===== config.mk =====
export PLATFORM = sky130hd
export DESIGN_NAME = car_motion
export DESIGN_NICKNAME = d
export VERILOG_FILES = /design/src/rtl/elevator_pkg.sv /design/src/rtl/car_motion_floor_timer.sv /design/src/rtl/car_motion.sv
export SDC_FILE = /design/constraint.sdc
export NUM_CORES = 1
export LEC_CHECK = 0
export CORE_MARGIN = 10
export CORE_UTILIZATION = 34
export DETAILED_ROUTE_END_ITERATION = 7
export DONT_BUFFER_PORTS = 1
export REMOVE_ABC_BUFFERS = 1
export SLEW_MARGIN = 5
export SYNTH_ARGS = -nofsm -noshare
export SYNTH_HDL_FRONTEND = slang
export SYNTH_SLANG_ARGS = --single-unit

===== constraint.sdc =====
create_clock -name clk -period 5.01 [get_ports clk]
set_input_delay 0.501 -clock clk [delete_from_list [all_inputs] [get_ports clk]]
set_output_delay 0.501 -clock clk [all_outputs]
set_load 0.1 [all_outputs]

===== src/rtl/elevator_pkg.sv =====
// Shared definitions for the elevator car model: state encoding, direction
// codes and the floor-code width used by the car and its controller.
package elevator_pkg;

    typedef enum logic [1:0] {
        IDLE   = 2'd0,
        MOVE   = 2'd1,
        ARRIVE = 2'd2,
        FAULT  = 2'd3
    } state_e;

    localparam logic DIR_UP  = 1'b1;
    localparam logic DIR_DN  = 1'b0;
    localparam int   FLOOR_W = 3;

    // One floor step in the given direction; limits are checked before a move
    // starts, so this never wraps in practice.
    function automatic logic [FLOOR_W-1:0] step_floor(input logic [FLOOR_W-1:0] f,
                                                      input logic               d);
        logic [FLOOR_W-1:0] one;
        one = {{(FLOOR_W-1){1'b0}}, 1'b1};
        return (d == DIR_UP) ? f + one : f - one;
    endfunction

endpackage


===== src/rtl/car_motion_floor_timer.sv =====
// Per-floor travel timer: loads TICKS-1 while cleared, counts down while
// enabled and flags done on the last cycle of a floor's travel time.
module floor_timer #(
    parameter int TICKS = 50
) (
    input  logic clk,
    input  logic rst,
    input  logic clear_i,
    input  logic en_i,
    output logic done_o
);

    localparam int            CW   = (TICKS > 1) ? $clog2(TICKS) : 1;
    localparam logic [CW-1:0] LOAD = CW'(TICKS - 1);

    logic [CW-1:0] cnt_q;

    always_ff @(posedge clk or posedge rst) begin
        if (rst) begin
            cnt_q <= LOAD;
        end else if (clear_i) begin
            cnt_q <= LOAD;
        end else if (en_i && (cnt_q != '0)) begin
            cnt_q <= cnt_q - CW'(1);
        end
    end

    assign done_o = en_i && (cnt_q == '0);

endmodule


===== src/rtl/car_motion.sv =====
// Plant-side elevator car: executes one-floor moves requested by the
// controller, paces travel, enforces door interlock and floor limits.
//
//  state  | meaning
//  IDLE   | parked at a floor, waiting for an accepted go
//  MOVE   | travelling one floor, timer running
//  ARRIVE | one-cycle arrival pulse after the floor update
//  FAULT  | door opened while moving; frozen until reset
module car_motion
    import elevator_pkg::*;
#(
    parameter int NUM_FLOORS  = 8,
    parameter int FLOOR_TICKS = 50,
    parameter int RESET_FLOOR = 0
) (
    input  logic               clk,
    input  logic               rst,
    input  logic               go,
    input  logic               dir,
    input  logic               door,
    output logic [FLOOR_W-1:0] floor,
    output logic               moving,
    output logic               arrive,
    output logic               at_top,
    output logic               at_bottom,
    output logic               fault
);

    localparam logic [FLOOR_W-1:0] TOP_FLOOR = FLOOR_W'(NUM_FLOORS - 1);
    localparam logic [FLOOR_W-1:0] RST_FLOOR = FLOOR_W'(RESET_FLOOR);

    state_e             state_q;
    logic [FLOOR_W-1:0] floor_q;
    logic [FLOOR_W-1:0] floor_d;
    logic               dir_q;
    logic               moving_q;
    logic               arrive_q;
    logic               fault_q;

    logic               top_w;
    logic               bottom_w;
    logic               limit_hit;
    logic               start_move;
    logic               tmr_done;

    assign top_w      = (floor_q == TOP_FLOOR);
    assign bottom_w   = (floor_q == '0);
    assign limit_hit  = (dir == DIR_UP) ? top_w : bottom_w;
    assign start_move = go && !door && !limit_hit;
    assign floor_d    = step_floor(floor_q, dir_q);

    floor_timer #(
        .TICKS (FLOOR_TICKS)
    ) u_timer (
        .clk     (clk),
        .rst     (rst),
        .clear_i (state_q == IDLE),
        .en_i    (state_q == MOVE),
        .done_o  (tmr_done)
    );

    always_ff @(posedge clk or posedge rst) begin
        if (rst) begin
            state_q  <= IDLE;
            floor_q  <= RST_FLOOR;
            dir_q    <= DIR_DN;
            moving_q <= 1'b0;
            arrive_q <= 1'b0;
            fault_q  <= 1'b0;
        end else begin
            case (state_q)
                IDLE: begin
                    arrive_q <= 1'b0;
                    if (start_move) begin
                        state_q  <= MOVE;
                        dir_q    <= dir;
                        moving_q <= 1'b1;
                    end
                end
                MOVE: begin
                    // Door takes priority over the terminal tick: no floor update.
                    if (door) begin
                        state_q  <= FAULT;
                        moving_q <= 1'b0;
                        fault_q  <= 1'b1;
                    end else if (tmr_done) begin
                        state_q  <= ARRIVE;
                        floor_q  <= floor_d;
                        moving_q <= 1'b0;
                        arrive_q <= 1'b1;
                    end
                end
                ARRIVE: begin
                    state_q  <= IDLE;
                    arrive_q <= 1'b0;
                end
                FAULT: begin
                    moving_q <= 1'b0;
                    arrive_q <= 1'b0;
                    fault_q  <= 1'b1;
                end
            endcase
        end
    end

    assign floor     = floor_q;
    assign moving    = moving_q;
    assign arrive    = arrive_q;
    assign at_top    = top_w;
    assign at_bottom = bottom_w;
    assign fault     = fault_q;

endmodule


==> impl_results.md, run 1 <==
- Sequential share of the synthesized area: 0.424
- Post-synthesis register bit count: 15
- Hold Violations, Final: 0
- Crit path max fanout: 7
- DR iter-0 viols: 22
- Hpwl dp: ~1.4 mm
- Critical path arrival: 2.35 ns
- Fill cells: 253
- Residual DRC count: 0
- Post-CTS Setup Inserts: 0
- Crit end category: primary output
- CTS tree: built
- Switching Fraction: 0.473
- I/O pins: 13
- Vias in the first global route: ~650
- R2R depth: 3
- Post-Route WL: 1.76 mm
- Clock-pin slew on the worst setup and hold paths: 0.09 ns
- P per Cell Area: 558 nW/um^2
- Period minus WS final: ~2.9 ns
- Final total power: 0.000550 W
- Largest stage delay, worst path: 1.09 ns
- Root Buffer: clkbuf_4
- Drt first pass iters: 4
- TNS Setup: 0 ns
- Pins Over Slew Limit: 0
- Bufs and invs on worst path: 0
- Clock Path Buffers: 2
- Final GP Congestion: 0.716
- CTS resizes: 0
- Fraction of layout cells with a size suffix above 1: 0.141
- Die height: approximately 70 um
- First-pass GRT wire length: 3.03 mm
- Worst path depth: 1
- Max Cap Violations: 0
- Post-DRT Antenna Nets: 0
- CTS Sinks: 15
- Top Family by Delay on Critical Path: flip-flops
- Register share of total power: 0.433
- Hold slack: approximately 0.16 ns
- Post-synth top area cell: dfrtp_1
- Cts hold-fix bufs: 0
- Synth Warn #: 0
- Initial antenna violation count: 0
- Total gr overflow: 0
- VDD IR max: 0.000395 V
- Wire per inst: about 14 um
- RSZ-0062 raised after global routing: no
- Top cells by area, synth: dfrtp_1 (34%), dfstp_2 (8.8%), ha_1 (8.4%)
- Post-synth EDFFs: 0
- Slew @ Worst Pin: 1.11 ns
- Max-slew headroom: 0.262
- Gate power share: 0.441
- # port buffers: 0
- Leakage: 0.432 nW
- Mapped Cells: approximately 90
- N_diodes: 0
- Post-synth cell types: 33
- Fmax: 350 MHz
- Int Pwr: 0.000290 W
- Post-layout nets: ~110
- Fin crit share: 0.570
- Top-count cell post-synth: dfrtp_1
- Status: completed
- Skew final: 0.00133 ns
- Placeable Area: ~2500 um^2
- Setup violations, final: 0
- Class of the worst hold path: input pin to async pin
- Vias: 624
- Mean Syn Cell Area: 10.2 um^2
- P_sw: roughly 0.00026 W
- Area Overhead vs Synth: 10.1%
- Total track usage: 0.0718
- Pin count of the biggest net entering global routing: 16
- Synth cell count leaders: dfrtp_1 (12), nor2_1 (10), inv_1 (9), ha_1 (6)
- H-Tree Depth: 1
- DIE WIDTH: 71.3 um
- Required time worst endpoint: 4.51 ns
- Clock share of power: 0.126
- Setup CP Type: flip-flop to primary output
- Vias/cell: 5.11
- Initial Util: 0.358
- Worst path cell trace: and3_1
- FFs w/ async S/R, synth: 1.00
- Num rows: 18
- Cts bufs inserted: 3
- Predominant post-synthesis flop cell: dfrtp_1
- Crit-path slowest cell: dfrtp_1
- Clock Latency Late Sink: 0.28 ns
- Synthesized area: 895 um^2
- Synth top area share: 0.336
- Startpoint Class: flip-flop
- Full die area: 5080 um^2
-- sequential cells by signal, summed over array words and instances (netlist names) --
name / count
fault: 1
state_q: 2
u_timer.cnt_q: 6
dir_q: 1
moving: 1
arrive: 1
floor: 3
-- final timing paths --
path                                     to  startpoint  slack (ns)
min                                floor[0]         rst        0.16
min in group clk                      dir_q         dir        0.34
max reg2reg                           dir_q    floor[0]        2.46
max in group asynchronous  u_timer.cnt_q[2]         rst        4.47
min reg2reg                      state_q[1]  state_q[1]        0.56
max                                  at_top    floor[0]        2.16
-- stage by stage --
step	cells	util	instance area, um^2	setup WS (ns)
5_1_grt	122	0.394	985	2.08
3_5_place_dp	118	0.383	958	2.45
3_3_place_gp	118	0.383	958	2.46
6_report	122	0.394	985	2.16
4_1_cts	122	0.394	985	2.13
2_1_floorplan	87	-	891	1.43
-- final cells by class --
class                      instances  area (um^2)  area share
clock buffer                       4         26.3      0.0267
inverter                           9         33.8      0.0343
multi-input combinational         63          483       0.490
sequential                        15          379       0.385
tap                               30         37.5      0.0381
timing repair buffer               1         25.0      0.0254
-- cell usage in the layout (no fill, tap or decap), types with 2 or more instances in the layout --
master / count
dfrtp_1: 12
nor2_1: 10
inv_1: 9
ha_1: 6
nand2_1: 5
a21oi_1: 5
xor2_1: 4
nand4_1: 3
xnor2_1: 3
clkbuf_4: 3
dfstp_2: 3
nor2b_1: 2
nand3_1: 2
o21ai_0: 2
mux2_1: 2
-- power by group through the flow --
stage / Sequential, W / Combinational [W] / Clock, W
floorplan: 0.000232 / 0.000192 / 0
global placement: 0.000240 / 0.000235 / 0
detailed placement: 0.000241 / 0.000245 / 0
CTS: 0.000238 / 0.000246 / 0.0000748
global route: 0.000244 / 0.000276 / 0.0000783
finish: 0.000238 / 0.000242 / 0.0000695
-- cell families (layout without fill, tap and decap cells) --
group | Yosys count | count (layout) | share of synthesized area
flip-flops | 15 | 15 | 0.424
buffers and inverters | 10 | 14 | 0.0420
AO/OA/AOI/OAI | 15 | 15 | 0.122
XOR/XNOR | 7 | 7 | 0.0685
adder cells (fa/ha/maj) | 7 | 7 | 0.106
multiplexers | 2 | 2 | 0.0252
AND/OR/NAND/NOR | 32 | 32 | 0.213
-- routing by layer --
| layer | wire length (um) | global-route usage |
|---|---|---|
| met5 | 0 | 0 |
| met4 | 8 | 0.00645 |
| met3 | 121 | 0.0427 |
| met2 | 809 | 0.116 |
| met1 | 816 | 0.0830 |
Note: power is estimated with default switching activity, not from simulation.
==> run 2, diff against run 1 <==
ABC_AREA = 1   (was default)
clock period = 2.8 ns   (was 5.01 ns; I/O delays follow)
==> run 2 against run 1 <==
First-iteration DRC count shrank 41%; sequential cell count unchanged; synthesized area rose by 7.3%; non-clock buffer count grew 5; utilization up 0.56 points; synthesized cell count increased by 23%.
==> impl_results.md, run 2 <==
- Status: completed
- Post-synthesis register bit count: 15 (unchanged)
- R2R Path End: floor[2]
- Vias: 708 (+13%)
- Placeable Area: 2730 um^2 (+9.4%)
- Predominant post-synthesis flop cell: dfrtp_1
- Total gr overflow: 0 (unchanged)
- Post-synth top area cell: dfrtp_1
- Crit end category: primary output
- Util after Layout: 0.400 (+0.00565)
- Post-synth cell types: 28 (-15%)
- Fraction of layout cells with a size suffix above 1: 0.256 (+0.115)
- Area of the multi-input gates: 527 um^2 (+9.1%)
- Fill cells: 277 (+9.5%)
- Mapped Cells: 108 (+23%)
- FF+latch area: 379 um^2 (unchanged)
- Top cell by count, worst path: buf_4
- Hpwl dp: 1.53 mm (+11%)
- Top Family by Delay on Critical Path: buffers and inverters
- Fin crit share: 0.642
- Most frequent cells in the layout: nand2_1 (20), inv_1 (14), dfrtp_1 (12)
- HP Start: dir
- Pin count of the biggest net entering global routing: 16 (unchanged)
- CTS Sinks: 15 (unchanged)
- Synth Warn #: 0 (unchanged)
- Initial Util: 0.351 (-0.00683)
- Final GP Congestion: 0.772 (+7.8%)
- Skew final: 0.00225 ns (+0.000921 ns)
- Post-Route WL: 1.94 mm (+10%)
- Max-slew headroom: 0.398 (+0.136)
- Wire per inst: 13.1 um (-9.0%)
- Largest stage delay, worst path: 0.40 ns (-0.69 ns)
- Max Cap Violations: 0 (unchanged)
- Vias/cell: 4.78 (-6.5%)
- Max FFs per register: 6 (unchanged)
- Critical path arrival: 1.52 ns (-0.83 ns)
- Clock Path Buffers: 2 (unchanged)
- RSZ-0062 raised after global routing: no
- # port buffers: 0 (unchanged)
- Total track usage: 0.0816 (+0.00978)
- Crit-path slowest cell: dfrtp_1
- Drt first pass iters: 4 (unchanged)
- Num rows: 19 (+1)
- Area Overhead vs Synth: 13.8%
- Top-count cell post-synth: nand2_1
- Cells on Worst Hold Path: 2
- Fmax: 556 MHz
- Worst r2r src: floor[1]
- Post-layout nets: 130 (+24%)
- Top cells by area, synth: dfrtp_1 (31%), dfstp_2 (8.2%), ha_1 (7.8%)
- H-Tree Depth: 1 (unchanged)
- Crit path max fanout: 6 (-1)
- R2R depth: 5 (+2)
- Period minus WS final: 1.80 ns
- CTS tree: built
- Clock-pin slew on the worst setup and hold paths: 0.08 ns (about the same)
- Full die area: 5350 um^2 (+5.2%)
- Root Buffer: clkbuf_4
- FFs w/ async S/R, synth: 1.00 (unchanged)
- Hold endpoint: dir_q
- Required time worst endpoint: 2.52 ns (-1.99 ns)
- Commonest non-fill, non-tap cell in the layout: nand2_1
- I/O pins: 13 (unchanged)
- Startpoint Class: flip-flop
- Class of the worst hold path: input pin to flip-flop
- Largest register by flop count: u_timer.cnt_q
- Post-synth EDFFs: 0 (unchanged)
- DIE WIDTH: 73.1 um (+2.6%)
- Setup violations, final: 0 (unchanged)
- Synth top area share: 0.313 (-0.0228)
- Clock Latency Late Sink: 0.28 ns (about the same)
- N_diodes: 0 (unchanged)
- Synthesized area: 960 um^2 (+7.3%)
- Bufs and invs on worst path: 2 (+2)
- DR iter-0 viols: 13 (-41%)
- Cts bufs inserted: 3 (unchanged)
- Residual DRC count: 0 (unchanged)
- Sequential share of the synthesized area: 0.395 (-0.0287)
- Post-CTS Setup Inserts: 0 (unchanged)
- Reg2Reg Setup Slack: 1.25 ns (-1.21 ns)
- Setup CP Type: flip-flop to primary output
- Hold Violations, Final: 0 (unchanged)
- Pins Over Slew Limit: 0 (unchanged)
- Initial antenna violation count: 0 (unchanged)
- Worst path cell trace: buf_4 > nand2_1 > nor2_2 > buf_4
- Slew @ Worst Pin: 0.903 ns (-0.204 ns)
- Vias in the first global route: 798 (+24%)
- Die height: 73.1 um (+2.6%)
- Synth cell count leaders: nand2_1 (20), inv_1 (14), dfrtp_1 (12), nand3_1 (9), nor2_1 (9)
- Mean Syn Cell Area: 8.89 um^2 (-13%)
- First-pass GRT wire length: 3.51 mm (+16%)
- Post-DRT Antenna Nets: 0 (unchanged)
run 2: cell count changes after synthesis, sizes merged, moves of 3 or more:
| cell | before | now |
|---|---|---|
| nand3 | 2 | 11 |
| o21ai | 3 | 8 |
| nor2 | 10 | 13 |
| nand2 | 5 | 22 |
| inv | 9 | 15 |
run 2: layout make-up:
type | instances | share of cell area
clock buffers | 4 | 0.0241
inverters | 15 | 0.0515
multi-input cells | 77 | 0.482
flip-flops and latches | 15 | 0.347
well taps | 31 | 0.0355
repair buffers | 6 | 0.0596
run 2: how the worst max path moves through the flow:
stage,end,start,slack (ns),cells after the start
2_1_floorplan,at_bottom,floor[0],-0.52,1
3_3_place_gp,floor[2],floor[1],1.29,5
3_5_place_dp,floor[2],floor[1],1.26,5
4_1_cts,at_top,floor[0],0.98,4
5_1_grt,at_top,floor[0],0.93,4
6_report,at_top,floor[0],1.00,4
run 2: worst register-to-register path: cells and delay by family (launching register included):
kind | cells | cell delay, ns
fa+ha+maj | 1 | 0.44
flops | 1 | 0.38
xor+xnor | 2 | 0.30
buf+inv | 1 | 0.25
simple gates | 1 | 0.11
run 2: per-stage QoR:
step                      setup WS, ns  hold WS [ns]  setup TNS [ns]  cell area [um^2]  std cells
after global placement            1.29         0.276               0              1060        143
after global routing             0.930         0.149               0              1090        148
after detailed placement          1.26         0.282               0              1060        143
after CTS                        0.982         0.138               0              1090        148
final                             1.00         0.157               0              1090        148
after floorplan                 -0.516         0.179          -0.516               955        107
run 2: logic make-up after synthesis:
family	synth area share
simple gates	0.287
compound gates	0.100
buf+inv	0.0639
xor+xnor	0.0548
fa+ha+maj	0.0991
flops	0.395
run 2: repair_timing:
action	CTS	global route
gates resized for setup	0	0
hold buffers	1	0
endpoints found under the hold margin	12	0
run 2: per-layer routing:
metal	vias to the layer above	track usage	routed length [um]
li1	363	-	-
met1	335	0.0913	856
met2	8	0.140	1000
met3	2	0.0299	71
met4	0	0.0232	9
met5	-	0	0
Power of run 2 is not shown: default switching activity piles up to over one toggle a cycle in this logic, so the estimate is an artifact.
